<file path="src/rtl/bram_port_arbiter.sv">
`default_nettype none
// ============================================================================
//  Module   : bram_port_arbiter
//  Purpose  : Round-robin sequencer sharing read-only BRAM port A between
//             CPU instruction fetch (imem) and display scan-out (vmem).
//             Also tracks the worst-case display wait.
//  Revision : 1.0 - initial release
// ============================================================================
module bram_port_arbiter #(
  parameter int MEM_LATENCY = 1,   // address register to q valid, 1..3
  parameter int WAIT_W      = 8    // width of saturating wait counters
) (
  input  logic              clk,
  input  logic              resetn,
  input  logic              imem_valid,
  input  logic [14:0]       imem_addr,
  output logic              imem_ready,
  output logic [31:0]       imem_rdata,
  input  logic              vmem_valid,
  input  logic [16:0]       vmem_addr,
  output logic              vmem_ready,
  output logic [31:0]       vmem_rdata,
  output logic [14:0]       mem_addr,
  input  logic [31:0]       mem_rdata,
  output logic [WAIT_W-1:0] vmem_max_wait,
  input  logic              clr_max
);

  typedef enum logic [1:0] {
    ST_IDLE = 2'd0,
    ST_WAIT = 2'd1,
    ST_DONE = 2'd2
  } state_t;

  localparam logic       c_OWN_CPU  = 1'b0;
  localparam logic       c_OWN_VID  = 1'b1;
  localparam logic [1:0] c_LAT_LOAD = 2'(MEM_LATENCY - 1);
  localparam logic [WAIT_W-1:0] c_WAIT_ONE = {{(WAIT_W-1){1'b0}}, 1'b1};

  state_t            state_q, state_d;
  logic              owner_q, owner_d;
  logic              last_q, last_d;
  logic [14:0]       mem_addr_q, mem_addr_d;
  logic [1:0]        off_q, off_d;
  logic [1:0]        lat_q, lat_d;
  logic [WAIT_W-1:0] iwait_q, iwait_d;
  logic [WAIT_W-1:0] vwait_q, vwait_d;
  logic [WAIT_W-1:0] vmax_q, vmax_d;

  logic              w_grant;
  logic              w_grant_vid;

  // Sequencer: arbitration, latency count, completion pulse and hand-over.
  always_comb begin
    state_d     = state_q;
    owner_d     = owner_q;
    last_d      = last_q;
    mem_addr_d  = mem_addr_q;
    off_d       = off_q;
    lat_d       = lat_q;
    w_grant     = 1'b0;
    w_grant_vid = 1'b0;
    imem_ready  = 1'b0;
    vmem_ready  = 1'b0;

    case (state_q)
      ST_IDLE: begin
        // Under contention the requester that was not served last wins.
        if (imem_valid || vmem_valid) begin
          w_grant     = 1'b1;
          w_grant_vid = vmem_valid && (!imem_valid || (last_q == c_OWN_CPU));
        end
      end
      ST_WAIT: begin
        if (lat_q == 2'd0) begin
          state_d = ST_DONE;
        end else begin
          lat_d = lat_q - 2'd1;
        end
      end
      ST_DONE: begin
        // The owner's valid is stale here; only the other side may chain in.
        last_d  = owner_q;
        state_d = ST_IDLE;
        if (owner_q == c_OWN_CPU) begin
          imem_ready = 1'b1;
          if (vmem_valid) begin
            w_grant     = 1'b1;
            w_grant_vid = 1'b1;
          end
        end else begin
          vmem_ready = 1'b1;
          if (imem_valid) begin
            w_grant     = 1'b1;
            w_grant_vid = 1'b0;
          end
        end
      end
      default: state_d = ST_IDLE;
    endcase

    if (w_grant) begin
      state_d = ST_WAIT;
      lat_d   = c_LAT_LOAD;
      owner_d = w_grant_vid;
      if (w_grant_vid) begin
        mem_addr_d = vmem_addr[16:2];
        off_d      = vmem_addr[1:0];
      end else begin
        mem_addr_d = imem_addr;
      end
    end
  end

  // Wait counters run while a request is pending and the port belongs to the
  // other side in the coming cycle; a grant clears them.
  always_comb begin
    iwait_d = iwait_q;
    vwait_d = vwait_q;
    vmax_d  = vmax_q;

    if (w_grant && !w_grant_vid) begin
      iwait_d = '0;
    end else if (imem_valid && (owner_d != c_OWN_CPU) && (iwait_q != '1)) begin
      iwait_d = iwait_q + c_WAIT_ONE;
    end

    if (w_grant && w_grant_vid) begin
      vwait_d = '0;
    end else if (vmem_valid && (owner_d != c_OWN_VID) && (vwait_q != '1)) begin
      vwait_d = vwait_q + c_WAIT_ONE;
    end

    if (clr_max) begin
      vmax_d = '0;
    end else if (w_grant && w_grant_vid && (vwait_q > vmax_q)) begin
      vmax_d = vwait_q;
    end
  end

  // State and datapath registers; reset aborts any transaction in flight.
  always_ff @(posedge clk or negedge resetn) begin
    if (!resetn) begin
      state_q    <= ST_IDLE;
      owner_q    <= c_OWN_CPU;
      last_q     <= c_OWN_CPU;
      mem_addr_q <= '0;
      off_q      <= '0;
      lat_q      <= '0;
      iwait_q    <= '0;
      vwait_q    <= '0;
      vmax_q     <= '0;
    end else begin
      state_q    <= state_d;
      owner_q    <= owner_d;
      last_q     <= last_d;
      mem_addr_q <= mem_addr_d;
      off_q      <= off_d;
      lat_q      <= lat_d;
      iwait_q    <= iwait_d;
      vwait_q    <= vwait_d;
      vmax_q     <= vmax_d;
    end
  end

  // Read data is only meaningful during the matching ready pulse.
  always_comb begin
    imem_rdata = mem_rdata;
    vmem_rdata = mem_rdata >> {off_q, 3'b000};
  end

  assign mem_addr      = mem_addr_q;
  assign vmem_max_wait = vmax_q;

endmodule
`default_nettype wire

</file>
<file path="config.mk">
export PLATFORM = sky130hd
export DESIGN_NAME = bram_port_arbiter
export DESIGN_NICKNAME = d
export VERILOG_FILES = /design/src/rtl/bram_port_arbiter.sv
export SDC_FILE = /design/constraint.sdc
export NUM_CORES = 1
export LEC_CHECK = 0
export CORE_MARGIN = 2
export CORE_UTILIZATION = 36
export CTS_CLUSTER_SIZE = 16
export DETAILED_ROUTE_END_ITERATION = 16
export PLACE_DENSITY = 0.74
export RECOVER_POWER = 25
export SYNTH_ARGS = -nofsm -noshare
export SYNTH_HDL_FRONTEND = slang
export SYNTH_SLANG_ARGS = --single-unit
</file>
<file path="constraint.sdc">
create_clock -name clk -period 1.64 [get_ports clk]
set_input_delay 0.246 -clock clk [delete_from_list [all_inputs] [get_ports clk]]
set_output_delay 0.246 -clock clk [all_outputs]
set_load 0.01 [all_outputs]
</file>
==> impl_metrics.tcl, run 1 <==
set metrics [dict create \
    die_h_um 93.4 \
    route.detailed.drc 0 \
    slowest_stage "dfrtp_2" \
    initial_core_util_pct 37.2 \
    cellPowerDensity_mw_per_mm2 1500 \
    fin_setup_tns_ps -3280 \
    ir_drop_v 0.000865 \
    fmax_ghz 0.555 \
    clk_path_buf_depth 2 \
    die_w_um 93.4 \
    cts_tree "built" \
    firstDrtPassIters 4 \
    grtUsageTotal_pct 21.1 \
    ys_seq_area_share_pct 33.9 \
    skew_ps 7.38 \
    ant_nets 0 \
    crit_arrival_ps 1550 \
    rsz0062_at_grt "yes" \
    maxSlewViolCount 0 \
    cts-root-buf "clkbuf_8" \
    cts_buffers 5 \
    path_buf_inv 3 \
    final_core_util_pct 68.0 \
    gp_congestion 0.798 \
    synth.net_count 425 \
    row_count 32 \
    worst_pin_slew_ps 1010 \
    startpoint_type "register" \
    cp_cell_sequence "buf_6 > buf_6 > mux2i_4 > o21ai_1 > buf_2" \
    overflow 0 \
    crit_family "flip-flops" \
    setup_viol 38 \
    antenna_found_initial 0 \
    netlist_instances 346 \
    clk_latency_ps 300 \
    io_buffers 157 \
    hpwl_um 6730 \
    p_leak_uw 0.00237 \
    first_global_vias 3145 \
    grt_start_max_net_pins 40 \
    final_layout_size_suffix_gt1_share_pct 32.0 \
    cpMostUsedCell "buf_6" \
    design.core.area_mm2 0.00773 \
    setup_ws_ps -160 \
    drt-initial-drc-count 71 \
    netlist_top_cells_area "dfrtp_1 (34%), buf_4 (8.9%), mux2i_1 (8.7%), nand2_1 (6.7%), nor2_1 (4.8%)" \
    dp_slack_ps -320 \
    synthDistinctLibCells 44 \
    syn_to_final_growth_pct 82.7 \
    clock_sinks 39 \
    crit_path_max_fanout 6 \
    layout.nets 618 \
    dr_wl_met2_um 5580 \
    synth-edff-count 0 \
    timing.hold.ws_ps 172 \
    yosys.area.top_type "dfrtp_1" \
    critical_path_class "reg -> out" \
    vias 3231 \
    ys_ff_latch 39 \
    diodes 0 \
    synth_top_area_share_pct 33.9 \
    end_kind "primary output" \
    nFillCells 593 \
    yosysWarnings 0 \
    viasPerCell 5.03 \
    syn_avg_cell_area_um2 8.31 \
    dr_wl_met3_um 621 \
    final.min_clock_period_ps 1800 \
    drt-total-wl_um 10200 \
    syn_area_mm2 0.00288 \
    hold_viol_final 0 \
    clkTransAtPathRegs_ps 80 \
    drv_cap 0 \
    slew_headroom_pct 32.8 \
    dpl.cell_count 606 \
    min_path_type "in -> async" \
    grt_first_pass_wirelength_um 14800 \
    drt-met1-wl_um 3860 \
    violations "negative setup slack" \
    die-area_mm2 0.00872 \
    worstPathRequired_ps 1390 \
    slowest_delay_ps 490 \
    h-tree-depth 2 \
    async_flop_share_pct 100 \
    synth_ff_type "dfrtp_1" \
    wl_per_cell_um 15.8 \
    fin_crit_sh_pct 110 \
    rrSetupSlack_ps -140 \
    ios 158 \
    routed.top_layer "met4" \
    status "finished, violations left" \
    stdcell_count 642 \
]
-- worst paths after layout --
| check | start | to | depth (start not counted) |
|---|---|---|---|
| setup / recovery | off_q[1]$_DFFE_PN0P_ | vmem_rdata[13] | 5 |
| hold / removal | resetn | mem_addr[13]$_DFFE_PN0N_ | 2 |
| setup reg to reg | vwait_q[1]$_DFFE_PN0P_ | vmem_max_wait[6]$_DFFE_PN0P_ | 7 |
| hold reg to reg | last_q$_DFFE_PN0N_ | last_q$_DFFE_PN0N_ | 1 |
| max in group asynchronous | resetn | off_q[1]$_DFFE_PN0P_ | 2 |
| min in group clk | imem_valid | owner_q$_DFF_PN0_ | 3 |
-- registers in the layout, indices dropped and copies added (netlist names) --
register,count
mem_addr,15
off_q,2
vwait_q,8
state_q,2
last_q,1
owner_q,1
lat_q,2
vmem_max_wait,8
-- report_power, final --
part | internal [µW] | switching [µW] | total (µW)
Clock | 493 | 362 | 855
Combinational | 3000 | 2450 | 5450
Sequential | 1290 | 270 | 1560
Total | 4790 | 3080 | 7870
-- stage by stage --
stage	power, µW	instance area [µm²]
2_1_floorplan	3700	2880
3_3_place_gp	5850	4650
3_5_place_dp	5920	4650
4_1_cts	7200	4960
5_1_grt	8330	5250
6_report	7870	5250
-- cells by family (layout without fill, tap and decap cells) --
| logic type | count (synthesis) | after routing | share of synthesized area (%) |
|---|---|---|---|
| AOI/OAI and AO/OA | 61 | 61 | 14.0 |
| xor gates and xnor gates | 4 | 4 | 1.22 |
| adders and majority gates | 10 | 10 | 4.35 |
| buffers and inverters | 63 | 257 | 13.5 |
| DFF | 39 | 39 | 33.9 |
| muxes | 25 | 25 | 8.70 |
| and+or+nand+nor | 144 | 144 | 24.3 |
-- layer usage --
| metal | GRT usage, % | vias to the layer above |
|---|---|---|
| met5 | 0 | - |
| met4 | 5.15 | 0 |
| met3 | 3.79 | 10 |
| met2 | 40.8 | 115 |
| met1 | 23.6 | 1570 |
| li1 | - | 1536 |
-- area by class of cell --
class / instances / area [µm²] / share of cell area [%]
Clock buffer: 6 / 82.6 / 1.57
Sequential cell: 39 / 981 / 18.7
Timing Repair Buffer: 237 / 2230 / 42.5
Clock inverter: 2 / 35.0 / 0.667
Multi-Input combinational cell: 244 / 1750 / 33.3
Tap cell: 102 / 128 / 2.43
Inverter: 12 / 45.0 / 0.858
-- repair_timing --
action                     4_1_cts  5_1_grt
setup buffers                   16       12
setup endpoints to repair       51       69
gates cloned                     3        1
gates resized for setup        168       80
pin swaps                       13       21
hold buffers                     0        0
-- placed cells by master (no fill, tap or decap), types with 3 or more instances in the layout --
cell type,instances
dlygate4sd2_1,7
buf_12,4
mux2i_4,4
o21ai_1,10
clkdlybuf4s50_1,108
a211oi_1,5
dfrtp_1,35
nand2b_1,18
and2_4,8
a21oi_2,4
mux2i_1,18
nor2_1,36
nand2_1,49
nor2b_4,4
mux2i_2,3
nor2b_1,6
xor2_1,3
inv_1,12
a21oi_1,9
buf_6,27
dfrtp_2,4
ha_1,9
buf_4,54
clkbuf_2,3
a211oi_2,5
clkbuf_8,6
a31oi_1,15
dlymetal6s2s_1,7
buf_2,24
nand4_1,5
-- Yosys cell counts, types with 8 or more instances --
| master | n |
|---|---|
| a31oi_1 | 15 |
| ha_1 | 10 |
| dfrtp_1 | 39 |
| nor2_1 | 37 |
| nor2b_1 | 12 |
| mux2i_1 | 25 |
| and2_1 | 8 |
| a21oi_1 | 13 |
| nand2b_1 | 18 |
| a211oi_1 | 10 |
| o21ai_0 | 11 |
| inv_1 | 12 |
| nand2_1 | 51 |
| buf_4 | 34 |
-- worst register-to-register path, stage by stage, from the launching register on --
cell      delay (ps)
dfrtp_1          420
ha_1             320
nor2b_1          130
o211ai_1         160
a21oi_1          100
o31a_1           280
buf_12           160
mux2i_1          110
(Power assumes the default switching activity.)
==> run 2: changes to the inputs <==
- CORE_UTILIZATION: 36 -> 40
- DONT_BUFFER_PORTS: default -> 1
- PLACE_DENSITY: 0.74 -> 0.52
==> impl_metrics.tcl, run 2 (synthesized netlist as in run 1, its figures left out) <==
set metrics [dict create \
    clk_path_buf_depth 2 \
    cts_buffers 5 \
    drt-initial-drc-count 91 \
    p_leak_uw 0.00160 \
    cts_tree "built" \
    reg2reg_from "vwait_q[1]$_DFFE_PN0P_" \
    firstDrtPassIters 6 \
    ios 158 \
    final_area_mm2 0.00381 \
    critical_path_class "reg -> reg" \
    viasPerCell 5.36 \
    diodes 0 \
    clkTransAtPathRegs_ps 80 \
    die_w_um 88.8 \
    worstPathRequired_ps 1820 \
    final.min_clock_period_ps 1800 \
    regArea_um2 981 \
    setup_viol 38 \
    slowest_delay_ps 450 \
    syn_to_final_growth_pct 32.6 \
    skew_ps 3.36 \
    crit_arrival_ps 1980 \
    power_uw 6590 \
    multiInputGateArea_mm2 0.00198 \
    mostFrequentLayoutCells "nand2_1 (43), buf_4 (43), dfrtp_1 (35), nor2_1 (30), nand2b_1 (18)" \
    wl_per_cell_um 17.5 \
    io_buffers 0 \
    worst_pin_slew_ps 396 \
    layout.nets 438 \
    design.core.area_mm2 0.00687 \
    die_h_um 88.8 \
    drv_cap 0 \
    ir_drop_v 0.000677 \
    startpoint_type "register" \
    first_global_vias 2253 \
    grt_start_max_net_pins 40 \
    setup_ws_ps -162 \
    cellPowerDensity_mw_per_mm2 1730 \
    hold_viol_final 0 \
    crit_path_max_fanout 5 \
    ant_nets 0 \
    gp_congestion 0.780 \
    cts-root-buf "clkbuf_8" \
    nFillCells 632 \
    drt-total-wl_um 8000 \
    route.detailed.drc 0 \
    grt_first_pass_wirelength_um 10800 \
    slew_headroom_pct 73.6 \
    h-tree-depth 2 \
    maxSlewViolCount 0 \
    vias 2444 \
    end_kind "register" \
    min_from "vmem_addr[1]" \
    fin_crit_sh_pct 110 \
    path_buf_inv 1 \
    clock_sinks 39 \
    placed_cell_area_mm2 0.00300 \
    slowest_stage "dfrtp_2" \
    initial_core_util_pct 41.9 \
    cp_cell_sequence "ha_2 > and3_4 > or3b_4 > nand3_4 > buf_4 > o21ai_0 > a21oi_2" \
    rsz0062_at_grt "yes" \
    status "finished, violations left" \
    row_count 30 \
    largest_reg_flops 15 \
    crit_family "simple AND/OR/NAND/NOR gates" \
    fmax_ghz 0.555 \
    hpwl_um 5100 \
    violations "negative setup slack" \
    grtUsageTotal_pct 17.7 \
    overflow 0 \
    antenna_found_initial 0 \
    min_path_type "in -> reg" \
    startpoint "vwait_q[1]$_DFFE_PN0P_" \
    clk_latency_ps 290 \
    die-area_mm2 0.00788 \
    final_layout_size_suffix_gt1_share_pct 40.6 \
]
==> run 2: cell types whose count changed in the layout (fill, tap and decap cells not counted), sizes merged <==
cell,previous run,this run
dlygate4sd3,0,1
clkbuf,9,12
clkdlybuf4s50,108,0
clkinvlp,0,1
clkinv,1,0
bufbuf,2,0
dlygate4sd2,7,0
buf,110,51
bufinv,1,0
dlymetal6s2s,7,0
==> run 2: cell type report <==
cell class,count,area share (%)
Timing Repair Buffer,57,15.3
Sequential cell,39,25.7
Clock buffer,7,2.53
Clock inverter,1,0.197
Multi-Input combinational cell,244,51.9
Tap cell,96,3.15
Inverter,12,1.18
==> run 2: power breakdown <==
group	switching [µW]	total (µW)	internal [µW]	leakage, µW
sequential	392	1680	1290	0.000484
clock	373	756	383	0.0000505
combinational	2140	4150	2010	0.00106
total	2900	6590	3680	0.00160
==> run 2: final timing paths <==
| kind | endpoint | slack (ps) | cells after the start |
|---|---|---|---|
| worst max-delay path | vwait_q[3]$_DFFE_PN0P_ | -160 | 7 |
| min in group asynchronous | vmem_max_wait[7]$_DFFE_PN0P_ | 420 | 2 |
| max in group asynchronous | state_q[1]$_DFFE_PN0P_ | 1020 | 2 |
| worst max register to register | vwait_q[3]$_DFFE_PN0P_ | -160 | 7 |
| worst min register to register | lat_q[0]$_DFFE_PN0P_ | 540 | 3 |
| worst min-delay path | off_q[1]$_DFFE_PN0P_ | 50 | 2 |
==> run 2: stage by stage <==
step	setup TNS (ps)	hold WS (ps)	util (%)	worst slack (ps)	std cells
4_1_cts	-2490	43.1	49.2	-164	447
3_3_place_gp	-1920	-48.5	43.6	-187	431
5_1_grt	-4900	39.7	55.5	-217	456
2_1_floorplan	-349	-49.6	-	-40.1	346
3_5_place_dp	-2410	-48.6	43.6	-262	431
6_report	-2510	54.3	55.5	-162	456
==> run 2: metal layers <==
metal / GRT usage (%) / up-vias / routed length [µm]
li1: - / 1175 / -
met1: 22.8 / 1158 / 3430
met2: 29.3 / 100 / 3940
met3: 5.69 / 11 / 543
met4: 3.72 / 0 / 82
met5: 0 / - / 0
==> run 2: timing repair <==
item,in CTS,in global routing
gates resized for setup,44,80
pin swaps,2,26
endpoints found under the hold margin,39,0
endpoints found under the setup margin,37,55
gates cloned,3,3
hold buffers,2,0
buffers inserted,3,6
==> run 3: changes to the inputs <==
- TNS_END_PERCENT: default -> 5
==> impl_metrics.tcl, run 3 (synthesized netlist as in run 1, its figures left out) <==
set metrics [dict create \
    end_kind "register" \
    gp_congestion 0.776 \
    grt_start_max_net_pins 40 \
    die_w_um 88.8 \
    initial_core_util_pct 41.9 \
    status "finished, violations left" \
    grt_util_met1_pct 21.1 \
    first_global_vias 2063 \
    crit_path_max_fanout 8 \
    grtUsageMet3_pct 4.29 \
    rsz0062_at_grt "yes" \
    final_layout_size_suffix_gt1_share_pct 23.6 \
    clkTransAtPathRegs_ps 80 \
    row_count 30 \
    syn_to_final_growth_pct 12.5 \
    power_uw 5290 \
    hpwl_um 5120 \
    grt_util_met2_pct 26.5 \
    route.detailed.drc 0 \
    drt-total-wl_um 6730 \
    slew_headroom_pct 34.7 \
    grt_first_pass_wirelength_um 9880 \
    io_buffers 0 \
    dpl.cell_count 436 \
    clk_path_buf_depth 2 \
    final.min_clock_period_ps 1790 \
    final_common_cell "nand2_1" \
    grt_most_used_layer "met2" \
    grtUsageTotal_pct 16.0 \
    stdcell_count 447 \
    switching_share_pct 44.9 \
    startpoint_type "register" \
    firstDrtPassIters 4 \
    maxSlewViolCount 0 \
    crit_arrival_ps 1960 \
    h-tree-depth 2 \
    cts-root-buf "clkbuf_8" \
    fin_setup_tns_ps -1530 \
    fin_crit_sh_pct 109 \
    design.core.area_mm2 0.00687 \
    violations "negative setup slack" \
    p_sw_uw 2380 \
    multiInputGateArea_mm2 0.00162 \
    skew_ps 3.80 \
    cts_buffers 5 \
    ant_nets 0 \
    dp_slack_ps -222 \
    die-area_mm2 0.00788 \
    power_frac_clock_pct 12.4 \
    drv_cap 0 \
    antenna_found_initial 0 \
    viasPerCell 5.32 \
    largest_reg_flops 15 \
    ios 158 \
    clk_latency_ps 290 \
    ir_drop_v 0.000738 \
    min_path_type "in -> reg" \
    cellPowerDensity_mw_per_mm2 1640 \
    critical_path_class "reg -> reg" \
    fmax_ghz 0.560 \
    setup_ws_ps -147 \
    rrSetupSlack_ps -150 \
    timing.hold.ws_ps 61.2 \
    wl_per_cell_um 15.1 \
    clock_sinks 39 \
    diodes 0 \
    setup_viol 15 \
    die_h_um 88.8 \
    p_leak_uw 0.00139 \
    worst_pin_slew_ps 980 \
    vias 2377 \
    layout.nets 429 \
    combPwrFrac_pct 57.0 \
    overflow 0 \
    nFillCells 680 \
    mostFrequentLayoutCells "nand2_1 (51), buf_4 (43), dfrtp_1 (38), nor2_1 (36), mux2i_1 (19)" \
    sequentialPowerShare_pct 30.6 \
    worstPathRequired_ps 1810 \
    hold_viol_final 0 \
    drt-initial-drc-count 129 \
    p_int_uw 2920 \
    regArea_um2 977 \
    cts_tree "built" \
]
-- run 3: power by group through the flow --
stage	sequential [µW]	clock [µW]	combinational, µW
finish	1620	655	3020
global route	1660	729	3360
CTS	1630	680	2930
detailed placement	1640	0	2820
global placement	1640	0	2780
floorplan	1610	0	2090
-- run 3: repair_timing --
action | 4_1_cts | 5_1_grt
resized for setup | 15 | 20
endpoints found under the setup margin | 32 | 39
endpoints found under the hold margin | 39 | 0
pin swaps | 0 | 8
setup buffers | 0 | 1
hold buffers | 2 | 0
-- run 3: metal layers --
layer  vias to the layer above  share of wire [%]
met5                         -                  0
met2                       109                 48
met3                         7                7.9
met4                         0               0.73
li1                       1157                  -
met1                      1104                 43
-- run 3: stage by stage --
stage               util (%)  cell area (µm²)
finish                  47.1             3240
global route            47.1             3240
CTS                     46.2             3170
detailed placement      44.0             3020
global placement        44.0             3020
floorplan                  -             2880
-- run 3: final cells by class --
cell class                 count  share of cell area [%]
sequential                    39                    30.2
multi-input combinational    244                    49.9
inverter                      12                    1.39
clock buffer                   5                    2.13
tap                           96                    3.71
clock inverter                 3                   0.619
timing repair buffer          48                    12.0
-- run 3: final timing paths --
check | depth (start not counted) | endpoint | start
max | 6 | vmem_max_wait[7]$_DFFE_PN0P_ | vwait_q[1]$_DFFE_PN0P_
min | 1 | owner_q$_DFF_PN0_ | imem_valid
max reg2reg | 6 | vmem_max_wait[7]$_DFFE_PN0P_ | vwait_q[1]$_DFFE_PN0P_
min reg2reg | 3 | lat_q[0]$_DFFE_PN0P_ | lat_q[0]$_DFFE_PN0P_
max in group asynchronous | 2 | state_q[1]$_DFFE_PN0P_ | resetn
min in group asynchronous | 2 | vmem_max_wait[1]$_DFFE_PN0P_ | resetn
-- run 3: worst max-delay path, cell delays in order, from the launching register on --
cell and delay, ps:
dfrtp_1 420, ha_1 320, nor2b_1 130, o211ai_1 160, a21oi_1 90, o31a_2 400
mux2i_1 150
